--- config.mk ---
export PLATFORM = sky130hd
export DESIGN_NAME = dca_matrix_reorder_engine_flat
export DESIGN_NICKNAME = d
export VERILOG_FILES = /design/src/rtl/dca_matrix_reorder_engine_if.sv /design/src/rtl/dca_matrix_reorder_engine.sv /design/src/flat_wrapper.sv
export SDC_FILE = /design/constraint.sdc
export NUM_CORES = 2
export LEC_CHECK = 0
export CAP_MARGIN = 0
export CORE_MARGIN = 2
export CORE_UTILIZATION = 29
export DETAILED_ROUTE_END_ITERATION = 12
export PLACE_DENSITY_LB_ADDON = 0.25
export SLEW_MARGIN = 30
export SYNTH_ARGS = -nofsm -noshare
export SYNTH_HDL_FRONTEND = slang
export SYNTH_SLANG_ARGS = --single-unit
--- constraint.sdc ---
create_clock -name clk -period 14.65 [get_ports clk]
set_input_delay 2.93 -clock clk [delete_from_list [all_inputs] [get_ports clk]]
set_output_delay 2.93 -clock clk [all_outputs]
set_load 0.01 [all_outputs]
--- src/rtl/dca_matrix_reorder_engine_if.sv ---
// Port bundle of the matrix reorder engine: control FIFOs, status/log and both matrix LSU ports.
// master = surrounding subsystem (FIFOs, LSUs), slave = the reorder engine itself.
interface dca_matrix_reorder_engine_if #(
  parameter int BW_ADDR     = 32,
  parameter int MATRIX_SIZE = 8,
  parameter int BW_SCALAR   = 16
);
  logic                               clear_request;
  logic                               clear_finish;
  logic [1:0]                         core_status;
  logic                               inst_fifo_rready;
  logic [2*BW_ADDR+1:0]               inst_fifo_rdata;
  logic                               inst_fifo_rrequest;
  logic                               operation_finish;
  logic                               log_fifo_wready;
  logic                               log_fifo_wrequest;
  logic [31:0]                        log_fifo_wdata;
  logic                               mi_inst_wvalid;
  logic                               mi_inst_wready;
  logic [BW_ADDR-1:0]                 mi_inst_wdata;
  logic                               mi_execute_finish;
  logic                               mi_row_wvalid;
  logic                               mi_row_wlast;
  logic [MATRIX_SIZE*BW_SCALAR-1:0]   mi_row_wdata;
  logic                               mi_row_wready;
  logic                               mo_inst_wvalid;
  logic                               mo_inst_wready;
  logic [BW_ADDR-1:0]                 mo_inst_wdata;
  logic                               mo_execute_finish;
  logic                               mo_row_rvalid;
  logic                               mo_row_rlast;
  logic                               mo_row_rready;
  logic [MATRIX_SIZE*BW_SCALAR-1:0]   mo_row_rdata;

  modport master (
    output clear_request, inst_fifo_rready, inst_fifo_rdata, log_fifo_wready,
           mi_inst_wready, mi_execute_finish, mi_row_wvalid, mi_row_wlast, mi_row_wdata,
           mo_inst_wready, mo_execute_finish, mo_row_rvalid, mo_row_rlast,
    input  clear_finish, core_status, inst_fifo_rrequest, operation_finish,
           log_fifo_wrequest, log_fifo_wdata, mi_inst_wvalid, mi_inst_wdata, mi_row_wready,
           mo_inst_wvalid, mo_inst_wdata, mo_row_rready, mo_row_rdata
  );

  modport slave (
    input  clear_request, inst_fifo_rready, inst_fifo_rdata, log_fifo_wready,
           mi_inst_wready, mi_execute_finish, mi_row_wvalid, mi_row_wlast, mi_row_wdata,
           mo_inst_wready, mo_execute_finish, mo_row_rvalid, mo_row_rlast,
    output clear_finish, core_status, inst_fifo_rrequest, operation_finish,
           log_fifo_wrequest, log_fifo_wdata, mi_inst_wvalid, mi_inst_wdata, mi_row_wready,
           mo_inst_wvalid, mo_inst_wdata, mo_row_rready, mo_row_rdata
  );
endinterface

--- src/rtl/dca_matrix_reorder_engine.sv ---
// Matrix reorder engine: loads an N x N tile from MI, streams it to MO as copy/transpose/row-/column-reverse.
// Optional per-tile logging is enabled with the macro DCA_MATRIX_REORDER_LOG_EN.
module dca_matrix_reorder_engine #(
  parameter int BW_ADDR     = 32,
  parameter int MATRIX_SIZE = 8,
  parameter int BW_SCALAR   = 16
) (
  input logic                     clk,
  input logic                     rstnn,
  dca_matrix_reorder_engine_if.slave bus
);
  localparam int N      = MATRIX_SIZE;
  localparam int ROW_W  = $clog2(N);
  localparam int BW_ROW = N * BW_SCALAR;
  localparam logic [ROW_W-1:0] LAST_ROW = ROW_W'(N - 1);

  typedef enum logic [2:0] {
    ST_IDLE, ST_POP, ST_ISSUE_LD, ST_LOAD, ST_ISSUE_ST, ST_STORE, ST_WAIT_ST, ST_DONE
  } state_t;

  state_t             state, state_next;
  logic [ROW_W-1:0]   row;
  logic               error;
  logic [1:0]         mode;
  logic [BW_ADDR-1:0] src_addr, dst_addr;
  logic               clear_finish_q;
  logic [BW_ROW-1:0]  tile_buf [N];
  logic [BW_ROW-1:0]  reorder_row;
  logic               at_last, ld_beat, ld_final, st_beat, st_final, done_fire;
  logic [1:0]         unused_inputs;

  assign at_last  = (row == LAST_ROW);
  assign ld_beat  = (state == ST_LOAD) && bus.mi_row_wvalid;
  assign ld_final = ld_beat && (at_last || bus.mi_row_wlast);
  assign st_beat  = (state == ST_STORE) && bus.mo_row_rvalid;
  assign st_final = st_beat && (at_last || bus.mo_row_rlast);

`ifdef DCA_MATRIX_REORDER_LOG_EN
  logic [15:0] tile_count;

  // DONE only completes once the log word has been accepted
  assign done_fire              = (state == ST_DONE) && bus.log_fifo_wready && !bus.clear_request;
  assign bus.log_fifo_wrequest  = done_fire;
  assign bus.log_fifo_wdata     = (state == ST_DONE) ? {error, mode, 13'b0, tile_count} : 32'd0;
  assign unused_inputs          = {bus.mi_execute_finish, 1'b0};

  always_ff @(posedge clk) begin
    if (rstnn)          tile_count <= '0;
    else if (done_fire) tile_count <= tile_count + 16'd1;
  end
`else
  assign done_fire              = (state == ST_DONE) && !bus.clear_request;
  assign bus.log_fifo_wrequest  = 1'b0;
  assign bus.log_fifo_wdata     = 32'd0;
  assign unused_inputs          = {bus.mi_execute_finish, bus.log_fifo_wready};
`endif

  always_ff @(posedge clk) begin
    if (rstnn) state <= ST_IDLE;
    else       state <= state_next;
  end

  always_comb begin
    state_next              = state;
    bus.inst_fifo_rrequest  = 1'b0;
    bus.mi_inst_wvalid      = 1'b0;
    bus.mi_row_wready       = 1'b0;
    bus.mo_inst_wvalid      = 1'b0;
    bus.mo_row_rready       = 1'b0;
    bus.operation_finish    = 1'b0;
    case (state)
      ST_IDLE:     if (bus.inst_fifo_rready) state_next = ST_POP;
      ST_POP: begin
        bus.inst_fifo_rrequest = 1'b1;
        state_next             = ST_ISSUE_LD;
      end
      ST_ISSUE_LD: begin
        bus.mi_inst_wvalid = 1'b1;
        if (bus.mi_inst_wready) state_next = ST_LOAD;
      end
      ST_LOAD: begin
        bus.mi_row_wready = 1'b1;
        if (ld_final) state_next = ST_ISSUE_ST;
      end
      ST_ISSUE_ST: begin
        bus.mo_inst_wvalid = 1'b1;
        if (bus.mo_inst_wready) state_next = ST_STORE;
      end
      ST_STORE: begin
        bus.mo_row_rready = 1'b1;
        if (st_final) state_next = ST_WAIT_ST;
      end
      ST_WAIT_ST:  if (bus.mo_execute_finish) state_next = ST_DONE;
      ST_DONE: begin
        bus.operation_finish = done_fire;
        if (done_fire) state_next = ST_IDLE;
      end
      default:     state_next = ST_IDLE;
    endcase
    // abort overrides whatever the current state wanted
    if (bus.clear_request) state_next = ST_IDLE;
  end

  // Row counter, error flag and latched instruction; a row beat checks that 'last' lines up with row N-1
  always_ff @(posedge clk) begin
    if (rstnn) begin
      row            <= '0;
      error          <= 1'b0;
      mode           <= 2'd0;
      src_addr       <= '0;
      dst_addr       <= '0;
      clear_finish_q <= 1'b0;
    end else begin
      clear_finish_q <= bus.clear_request;
      if (bus.clear_request) begin
        row   <= '0;
        error <= 1'b0;
      end else begin
        if (state == ST_POP) begin
          mode     <= bus.inst_fifo_rdata[2*BW_ADDR+1 -: 2];
          dst_addr <= bus.inst_fifo_rdata[2*BW_ADDR-1 -: BW_ADDR];
          src_addr <= bus.inst_fifo_rdata[BW_ADDR-1:0];
          error    <= 1'b0;
        end
        if (ld_beat) begin
          row <= ld_final ? '0 : row + ROW_W'(1);
          if (bus.mi_row_wlast != at_last) error <= 1'b1;
        end
        if (st_beat) begin
          row <= st_final ? '0 : row + ROW_W'(1);
          if (bus.mo_row_rlast != at_last) error <= 1'b1;
        end
      end
    end
  end

  always_ff @(posedge clk) begin
    if (ld_beat && !bus.clear_request && !rstnn) tile_buf[row] <= bus.mi_row_wdata;
  end

  // Output row is a pure mux of the buffer; only driven while streaming so it idles at zero
  always_comb begin
    reorder_row = '0;
    if (state == ST_STORE) begin
      for (int c = 0; c < N; c++) begin
        case (mode)
          2'd0:    reorder_row[c*BW_SCALAR +: BW_SCALAR] = tile_buf[row][c*BW_SCALAR +: BW_SCALAR];
          2'd1:    reorder_row[c*BW_SCALAR +: BW_SCALAR] = tile_buf[ROW_W'(c)][int'(row)*BW_SCALAR +: BW_SCALAR];
          2'd2:    reorder_row[c*BW_SCALAR +: BW_SCALAR] = tile_buf[LAST_ROW - row][c*BW_SCALAR +: BW_SCALAR];
          default: reorder_row[c*BW_SCALAR +: BW_SCALAR] = tile_buf[row][(N-1-c)*BW_SCALAR +: BW_SCALAR];
        endcase
      end
    end
  end

  assign bus.mo_row_rdata  = reorder_row;
  assign bus.mi_inst_wdata = src_addr;
  assign bus.mo_inst_wdata = dst_addr;
  assign bus.core_status   = {error, state != ST_IDLE};
  assign bus.clear_finish  = clear_finish_q;
endmodule

--- src/flat_wrapper.sv ---
// flat-port wrapper written by rule: the top's interface ports become plain ports
module dca_matrix_reorder_engine_flat 
#(
  parameter int BW_ADDR     = 32,
  parameter int MATRIX_SIZE = 8,
  parameter int BW_SCALAR   = 16
)
  (clk, rstnn, bus_clear_request, bus_inst_fifo_rready, bus_inst_fifo_rdata, bus_log_fifo_wready, bus_mi_inst_wready, bus_mi_execute_finish, bus_mi_row_wvalid, bus_mi_row_wlast, bus_mi_row_wdata, bus_mo_inst_wready, bus_mo_execute_finish, bus_mo_row_rvalid, bus_mo_row_rlast, bus_clear_finish, bus_core_status, bus_inst_fifo_rrequest, bus_operation_finish, bus_log_fifo_wrequest, bus_log_fifo_wdata, bus_mi_inst_wvalid, bus_mi_inst_wdata, bus_mi_row_wready, bus_mo_inst_wvalid, bus_mo_inst_wdata, bus_mo_row_rready, bus_mo_row_rdata);
  dca_matrix_reorder_engine_if #(.BW_ADDR(BW_ADDR), .MATRIX_SIZE(MATRIX_SIZE), .BW_SCALAR(BW_SCALAR)) bus_i ();
  input logic clk;
  input logic rstnn;
  input wire logic [$bits(bus_i.clear_request)-1:0] bus_clear_request;
  input wire logic [$bits(bus_i.inst_fifo_rready)-1:0] bus_inst_fifo_rready;
  input wire logic [$bits(bus_i.inst_fifo_rdata)-1:0] bus_inst_fifo_rdata;
  input wire logic [$bits(bus_i.log_fifo_wready)-1:0] bus_log_fifo_wready;
  input wire logic [$bits(bus_i.mi_inst_wready)-1:0] bus_mi_inst_wready;
  input wire logic [$bits(bus_i.mi_execute_finish)-1:0] bus_mi_execute_finish;
  input wire logic [$bits(bus_i.mi_row_wvalid)-1:0] bus_mi_row_wvalid;
  input wire logic [$bits(bus_i.mi_row_wlast)-1:0] bus_mi_row_wlast;
  input wire logic [$bits(bus_i.mi_row_wdata)-1:0] bus_mi_row_wdata;
  input wire logic [$bits(bus_i.mo_inst_wready)-1:0] bus_mo_inst_wready;
  input wire logic [$bits(bus_i.mo_execute_finish)-1:0] bus_mo_execute_finish;
  input wire logic [$bits(bus_i.mo_row_rvalid)-1:0] bus_mo_row_rvalid;
  input wire logic [$bits(bus_i.mo_row_rlast)-1:0] bus_mo_row_rlast;
  output wire logic [$bits(bus_i.clear_finish)-1:0] bus_clear_finish;
  output wire logic [$bits(bus_i.core_status)-1:0] bus_core_status;
  output wire logic [$bits(bus_i.inst_fifo_rrequest)-1:0] bus_inst_fifo_rrequest;
  output wire logic [$bits(bus_i.operation_finish)-1:0] bus_operation_finish;
  output wire logic [$bits(bus_i.log_fifo_wrequest)-1:0] bus_log_fifo_wrequest;
  output wire logic [$bits(bus_i.log_fifo_wdata)-1:0] bus_log_fifo_wdata;
  output wire logic [$bits(bus_i.mi_inst_wvalid)-1:0] bus_mi_inst_wvalid;
  output wire logic [$bits(bus_i.mi_inst_wdata)-1:0] bus_mi_inst_wdata;
  output wire logic [$bits(bus_i.mi_row_wready)-1:0] bus_mi_row_wready;
  output wire logic [$bits(bus_i.mo_inst_wvalid)-1:0] bus_mo_inst_wvalid;
  output wire logic [$bits(bus_i.mo_inst_wdata)-1:0] bus_mo_inst_wdata;
  output wire logic [$bits(bus_i.mo_row_rready)-1:0] bus_mo_row_rready;
  output wire logic [$bits(bus_i.mo_row_rdata)-1:0] bus_mo_row_rdata;
  assign bus_i.clear_request = bus_clear_request;
  assign bus_i.inst_fifo_rready = bus_inst_fifo_rready;
  assign bus_i.inst_fifo_rdata = bus_inst_fifo_rdata;
  assign bus_i.log_fifo_wready = bus_log_fifo_wready;
  assign bus_i.mi_inst_wready = bus_mi_inst_wready;
  assign bus_i.mi_execute_finish = bus_mi_execute_finish;
  assign bus_i.mi_row_wvalid = bus_mi_row_wvalid;
  assign bus_i.mi_row_wlast = bus_mi_row_wlast;
  assign bus_i.mi_row_wdata = bus_mi_row_wdata;
  assign bus_i.mo_inst_wready = bus_mo_inst_wready;
  assign bus_i.mo_execute_finish = bus_mo_execute_finish;
  assign bus_i.mo_row_rvalid = bus_mo_row_rvalid;
  assign bus_i.mo_row_rlast = bus_mo_row_rlast;
  assign bus_clear_finish = bus_i.clear_finish;
  assign bus_core_status = bus_i.core_status;
  assign bus_inst_fifo_rrequest = bus_i.inst_fifo_rrequest;
  assign bus_operation_finish = bus_i.operation_finish;
  assign bus_log_fifo_wrequest = bus_i.log_fifo_wrequest;
  assign bus_log_fifo_wdata = bus_i.log_fifo_wdata;
  assign bus_mi_inst_wvalid = bus_i.mi_inst_wvalid;
  assign bus_mi_inst_wdata = bus_i.mi_inst_wdata;
  assign bus_mi_row_wready = bus_i.mi_row_wready;
  assign bus_mo_inst_wvalid = bus_i.mo_inst_wvalid;
  assign bus_mo_inst_wdata = bus_i.mo_inst_wdata;
  assign bus_mo_row_rready = bus_i.mo_row_rready;
  assign bus_mo_row_rdata = bus_i.mo_row_rdata;
  dca_matrix_reorder_engine #(.BW_ADDR(BW_ADDR), .MATRIX_SIZE(MATRIX_SIZE), .BW_SCALAR(BW_SCALAR)) u_core (.clk(clk), .rstnn(rstnn), .bus(bus_i));
endmodule
# After elaboration in Yosys (flattened, before gate mapping)

Memories as Yosys holds them, arrays and structs flattened. A register that Yosys moved wholly into a read port is not among the register bits.
Index checks and enable logic that the tools add are counted.
W data, S select, Z words.

Register bits: 74
RAM bits: 1,024
Input port bits: 207
Output and inout port bits: 234
Logic and storage cells: 92
Memories kept: 1

Add/subtract/negate cells: 2
Equal/unequal tests: 19
Shifts and indexed selects: 8
Mux-type cells: 36
Bitwise gates (word level): 1
Reduce and logical (&&, ||, !) cells: 18

Memories:

| memory          | depth | width | rd ports | clocked after Yosys merged registers in | wr ports | RTL line                        | source |
|---|---|---|---|---|---|---|---|
| u_core.tile_buf | 8     | 128   | 10       | 1                                       | 1        | dca_matrix_reorder_engine.sv:27 | `logic [BW_ROW-1:0] tile_buf [N];` |

Operators by type and width:

| cell                  | number |
|---|---|
| $shiftx A128 B8 Y16   | 8 |
| $pmux W16 S3          | 8 |
| $mux W128             | 1 |
| $mux W3               | 13 |
| $pmux W3 S8           | 1 |
| $eq A3 B3 Y1 const B  | 5 |
| $mux W1               | 13 |
| $ne A2 B2 Y1 const B  | 4 |
| $logic_and A1 B1 Y1   | 7 |
| $reduce_and A7 Y1     | 1 |
| $eq A3 B2 Y1 const B  | 2 |
| $ne A2 B1 Y1 const B  | 3 |
| $add A3 B1 Y3 const B | 1 |
| $eq A3 B1 Y1 const B  | 1 |
| $logic_not A3 Y1      | 1 |
| $reduce_bool A3 Y1    | 1 |
| $sub A3 B3 Y3 const A | 1 |
| $eq A2 B1 Y1 const B  | 1 |
| $eq A2 B2 Y1 const B  | 1 |
| $logic_not A1 Y1      | 2 |
| $logic_not A2 Y1      | 1 |
| $logic_or A1 B1 Y1    | 2 |
| $ne A1 B1 Y1          | 2 |
| $reduce_and A2 Y1     | 1 |
| other kinds (3)       | 3 |

# Longest topological paths before layout

Depth after elaboration: 8
Mapped depth: 11

# Worst setup path after synthesis

Ideal clock, no wire load.

Path kind: in2reg
From: input port rstnn
To: memory u_core.tile_buf[4][0] in the netlist's numbering (enable)
Library setup time: 0.773 ns
Arrival time: 12.025 ns
Path slack: 1.852 ns
Stages on the path: 4
Path buffers: 1
Path through: clkbuf_1 nor2_1 nand3_1 nor3_1

Cells in the longest elaborated chain, start to end: 4

Ends and longest elaborated chain:

| element                       | RTL line                         | source |
|---|---|---|
| start, declared               | flat_wrapper.sv:11               | `input logic rstnn;` |
| $logic_not A1 Y1              | dca_matrix_reorder_engine.sv:138 | `if (ld_beat && !bus.clear_request && !rstnn) tile_buf[row] <= bus.mi_row_wdata;` |
| $logic_and A1 B1 Y1           | dca_matrix_reorder_engine.sv:138 |  |
| $mux W1                       | dca_matrix_reorder_engine.sv:138 |  |
| $mux W1 (implied by the code) | dca_matrix_reorder_engine.sv:138 |  |
| end, declared                 | dca_matrix_reorder_engine.sv:27  |  |

No other way between the ends.

# Worst setup path in the final report

From: register u_core.row[1]
To: output port bus_mo_row_rdata[115]

Cells in the longest elaborated chain, start to end: 4

Ends and longest elaborated chain:

| element                | RTL line                         | source |
|---|---|---|
| start, declared        | dca_matrix_reorder_engine.sv:22  | `logic [ROW_W-1:0] row;` |
| start signal, assigned | dca_matrix_reorder_engine.sv:126 | `row <= ld_final ? '0 : row + ROW_W'(1);` |
| start signal, assigned | dca_matrix_reorder_engine.sv:130 | `row <= st_final ? '0 : row + ROW_W'(1);` |
| $sub A3 B3 Y3          | dca_matrix_reorder_engine.sv:149 | `2'd2: reorder_row[c*BW_SCALAR +: BW_SCALAR] = tile_buf[LAST_ROW - row][c*BW_SCALAR +: BW_SCALAR];` |
| $mem_v2 Z8 W128        | --                               |  |
| $pmux W16 S3 *         | dca_matrix_reorder_engine.sv:146 | `case (mode)` |
| $mux W128 *            | dca_matrix_reorder_engine.sv:144 | `if (state == ST_STORE) begin` |
| end, declared          | flat_wrapper.sv:37               | `output wire logic [$bits(bus_i.mo_row_rdata)-1:0] bus_mo_row_rdata;` |

Mark *: on every way between the ends. The rest lies on a longest branch, timed or not.

==> reports/results.tsv <==
metric	value	unit
worst_pin_slew	1112	ps
coreArea	0.2071	sq mm
synth-edff-count	1024	
first_pass_iters	9	
rows	167	
root_buffer	clkbuf_16	
postRouteAntennaNets	0	
htreeDepth	4	
numCtsBuffers	130	
grt_pass1_wl	371.6	mm
cp_top_family	buffers and inverters	
ioPinCount	441	
dp_hpwl	169.4	mm
cp-end-kind	output pin	
seqPwrFrac	0.508	
cts_tree	yes	
synthFlopType	edfxtp_1	
io_buffers	405	
fin_crit_sh	0.6345	
p_sw	0.001451	W
cts_hold_buf	0	
worst-setup-path-type	reg2out	
slowest_stage	dfxtp_4	
place_congestion	0.9075	
globalRouteMet2Util	0.3738	
grt.met3_usage	0.06544	
synth_seq_cells	1101	
synth_cell_types	73	
critPathMostFrequentCell	buf_4	
leakagePower	21.53	nW
clk_pin_slew	60	ps
cp.required	11720	ps
worstPathMaxFanout	49	
setup_viol	0	
die_x	460.6	microns
grt_pass1_vias	46480	
via_per_inst	6.300	
antenna_found_initial	48	
vias	48470	
cp.arrival	6370	ps
p_int	0.005316	W
async_flop_share	0	
cts.sinks	1101	
fin_worst_skew	29.22	ps
synth_warnings	0	
setup_tns	0	ps
grt_use_met1	0.3194	
initial_core_util	0.2919	
power_density	95.56	mW/mm^2
final_common_cell	edfxtp_1	
final_layout_size_suffix_gt1_frac	0.1820	
syn_area_per_cell	13.20	sq um
wl_per_cell	35.13	microns
hp-class	reg2reg	
layout_common_cells	edfxtp_1, nand2_1, clkdlybuf4s50_1, mux4_2, a21oi_1	
die-area	0.2121	sq mm
grt-ovfl-total	0	
netSwitchingFraction	0.2144	
ctsResizeCount	0	
cp-start-kind	flop	
wl	270.3	mm
cpPeakStageDelay	760	ps
clkPwrFrac	0.467	
rsz0062_at_grt	false	
syn_area	0.06045	sq mm
grtUsageTotal	0.2464	
fmax	107.6	MHz
synthCells	4580	
status	completed	
drt_iter0_markers	7191	
crit_buf_inv	5	
grt_max_degree	135	
cts_setup_buffers	0	
synthToLayoutAreaGrowth	17.15	%
max_cap_viol_count	0	
grt-busiest-layer	met2	
slew_headroom	0.2530	
ir_drop	0.1213	mV
finalPower	0.006767	W
slew_viol_final	0	
clk_latency	790	ps
pwr-share-comb	0.025	
path_cells	buf_4 > inv_4 > buf_4 > nor2_4 > buf_4 > a22oi_1 > nand4_1 > o21ai_0 > o21ai_0 > clkdlybuf4s50_1	
finalHoldViolations	0	
clock_path_buffers	3	
die_h	460.6	microns
yosysSeqAreaShare	0.5342	
period_needed	9296	ps
drc	0	
layout.nets	5012	
==> worst paths after layout <==
check	start	endpoint	slack (ps)	cells past startpoint
worst max-delay path	u_core.row[1]$_SDFFE_PP0N_	bus_mo_row_rdata[115]	5350	10
worst min-delay path	u_core.bus.mo_inst_wdata[27]$_SDFFE_PP0P_	u_core.bus.mo_inst_wdata[27]$_SDFFE_PP0P_	450	2
worst max register to register	u_core.row[2]$_SDFFE_PP0N_	u_core.tile_buf[7][68]$_DFFE_PP_	9430	7
worst min register to register	u_core.bus.mo_inst_wdata[27]$_SDFFE_PP0P_	u_core.bus.mo_inst_wdata[27]$_SDFFE_PP0P_	450	2
==> power groups by stage <==
stage	clock, W	combinational [W]	sequential [W]
final	0.00316	0.000169	0.00344
after floorplan	0	0.0000443	0.00351
after global routing	0.00333	0.000180	0.00344
after detailed placement	0	0.000167	0.00351
after CTS	0.00321	0.000167	0.00344
after global placement	0	0.000164	0.00350
==> cell usage after synthesis, drive strengths merged (6+ instances only) <==
library cell / instances / area share
o31ai: 8 / 0.00099
nand2b: 11 / 0.0012
o21ai: 240 / 0.020
o311ai: 14 / 0.0020
a31oi: 44 / 0.0046
a22o: 36 / 0.0052
a22oi: 105 / 0.013
o221ai: 38 / 0.0055
a21oi: 362 / 0.030
and2: 14 / 0.0014
mux4: 386 / 0.14
nor2b: 16 / 0.0017
a222oi: 9 / 0.0015
mux2i: 300 / 0.050
clkbuf: 134 / 0.0083
a211oi: 40 / 0.0050
edfxtp: 1024 / 0.51
a221o: 26 / 0.0043
o2bb2ai: 11 / 0.0016
a311oi: 7 / 0.0010
nor3: 47 / 0.0041
dfxtp: 77 / 0.025
a2111oi: 11 / 0.0018
a21o: 8 / 0.00099
o211ai: 20 / 0.0025
buf: 346 / 0.038
o22ai: 80 / 0.0083
nor2: 239 / 0.015
inv: 17 / 0.0011
nand3: 38 / 0.0031
mux2: 112 / 0.021
and3: 18 / 0.0019
o22a: 6 / 0.00087
nand2: 478 / 0.030
nor4: 10 / 0.0010
a221oi: 205 / 0.030
==> final cells by class <==
cell class	instances	area (sq um)
Clock inverter	66	516.7
Tap cell	2788	3488
Sequential cell	1101	32320
Fill cell	20120	136300
Clock buffer	161	3528
Antenna cell	10	25.02
Inverter	18	91.34
Multi-Input combinational cell	3013	25640
Timing Repair Buffer	537	5202
==> routing by layer <==
metal  vias to the layer above  wire length (microns)
met5                         -                    263
met4                        40                  16070
met3                       842                  32450
met2                      3976                 119400
met1                     24680                 102100
li1                      18930                      -
==> state kept, by name, indices dropped and copies added (netlist names), named ones only <==
signal	flops
u_core.bus.mo_inst_wdata	32
u_core.tile_buf	1024
u_core.state	3
u_core.row	3
u_core.bus.clear_finish	1
u_core.error	1
u_core.bus.mi_inst_wdata	32
u_core.mode	2
==> cells by family after synthesis <==
kind of cell | Yosys count | synth area share
and+or+nand+nor | 886 | 0.06066
AOI/OAI and AO/OA | 1291 | 0.1422
adders and majority gates | 4 | 0.0008279
muxes | 798 | 0.2143
other | 1 | 0.00006203
DFF | 1101 | 0.5342
buffers and inverters | 498 | 0.04760
xor gates and xnor gates | 1 | 0.0001449
==> worst min-delay path, delay by kind of cell, from the launching register on <==
kind	cells	cell delay, ps
DFF	1	300
and+or+nand+nor	1	50
AOI/OAI and AO/OA	1	50
==> through the flow <==
stage	setup slack (ps)	hold slack (ps)	util	cell area, sq um	cells
after floorplan	1852	480.5	-	60570	4612
after global placement	6252	443.4	0.3215	66570	7450
after detailed placement	6269	447.0	0.3221	66700	7455
after CTS	5413	455.2	0.3416	70740	7682
after global routing	5322	470.7	0.3420	70810	7691
final	5354	452.7	0.3420	70820	7694
No activity file was read; power rests on OpenSTA's default activity.
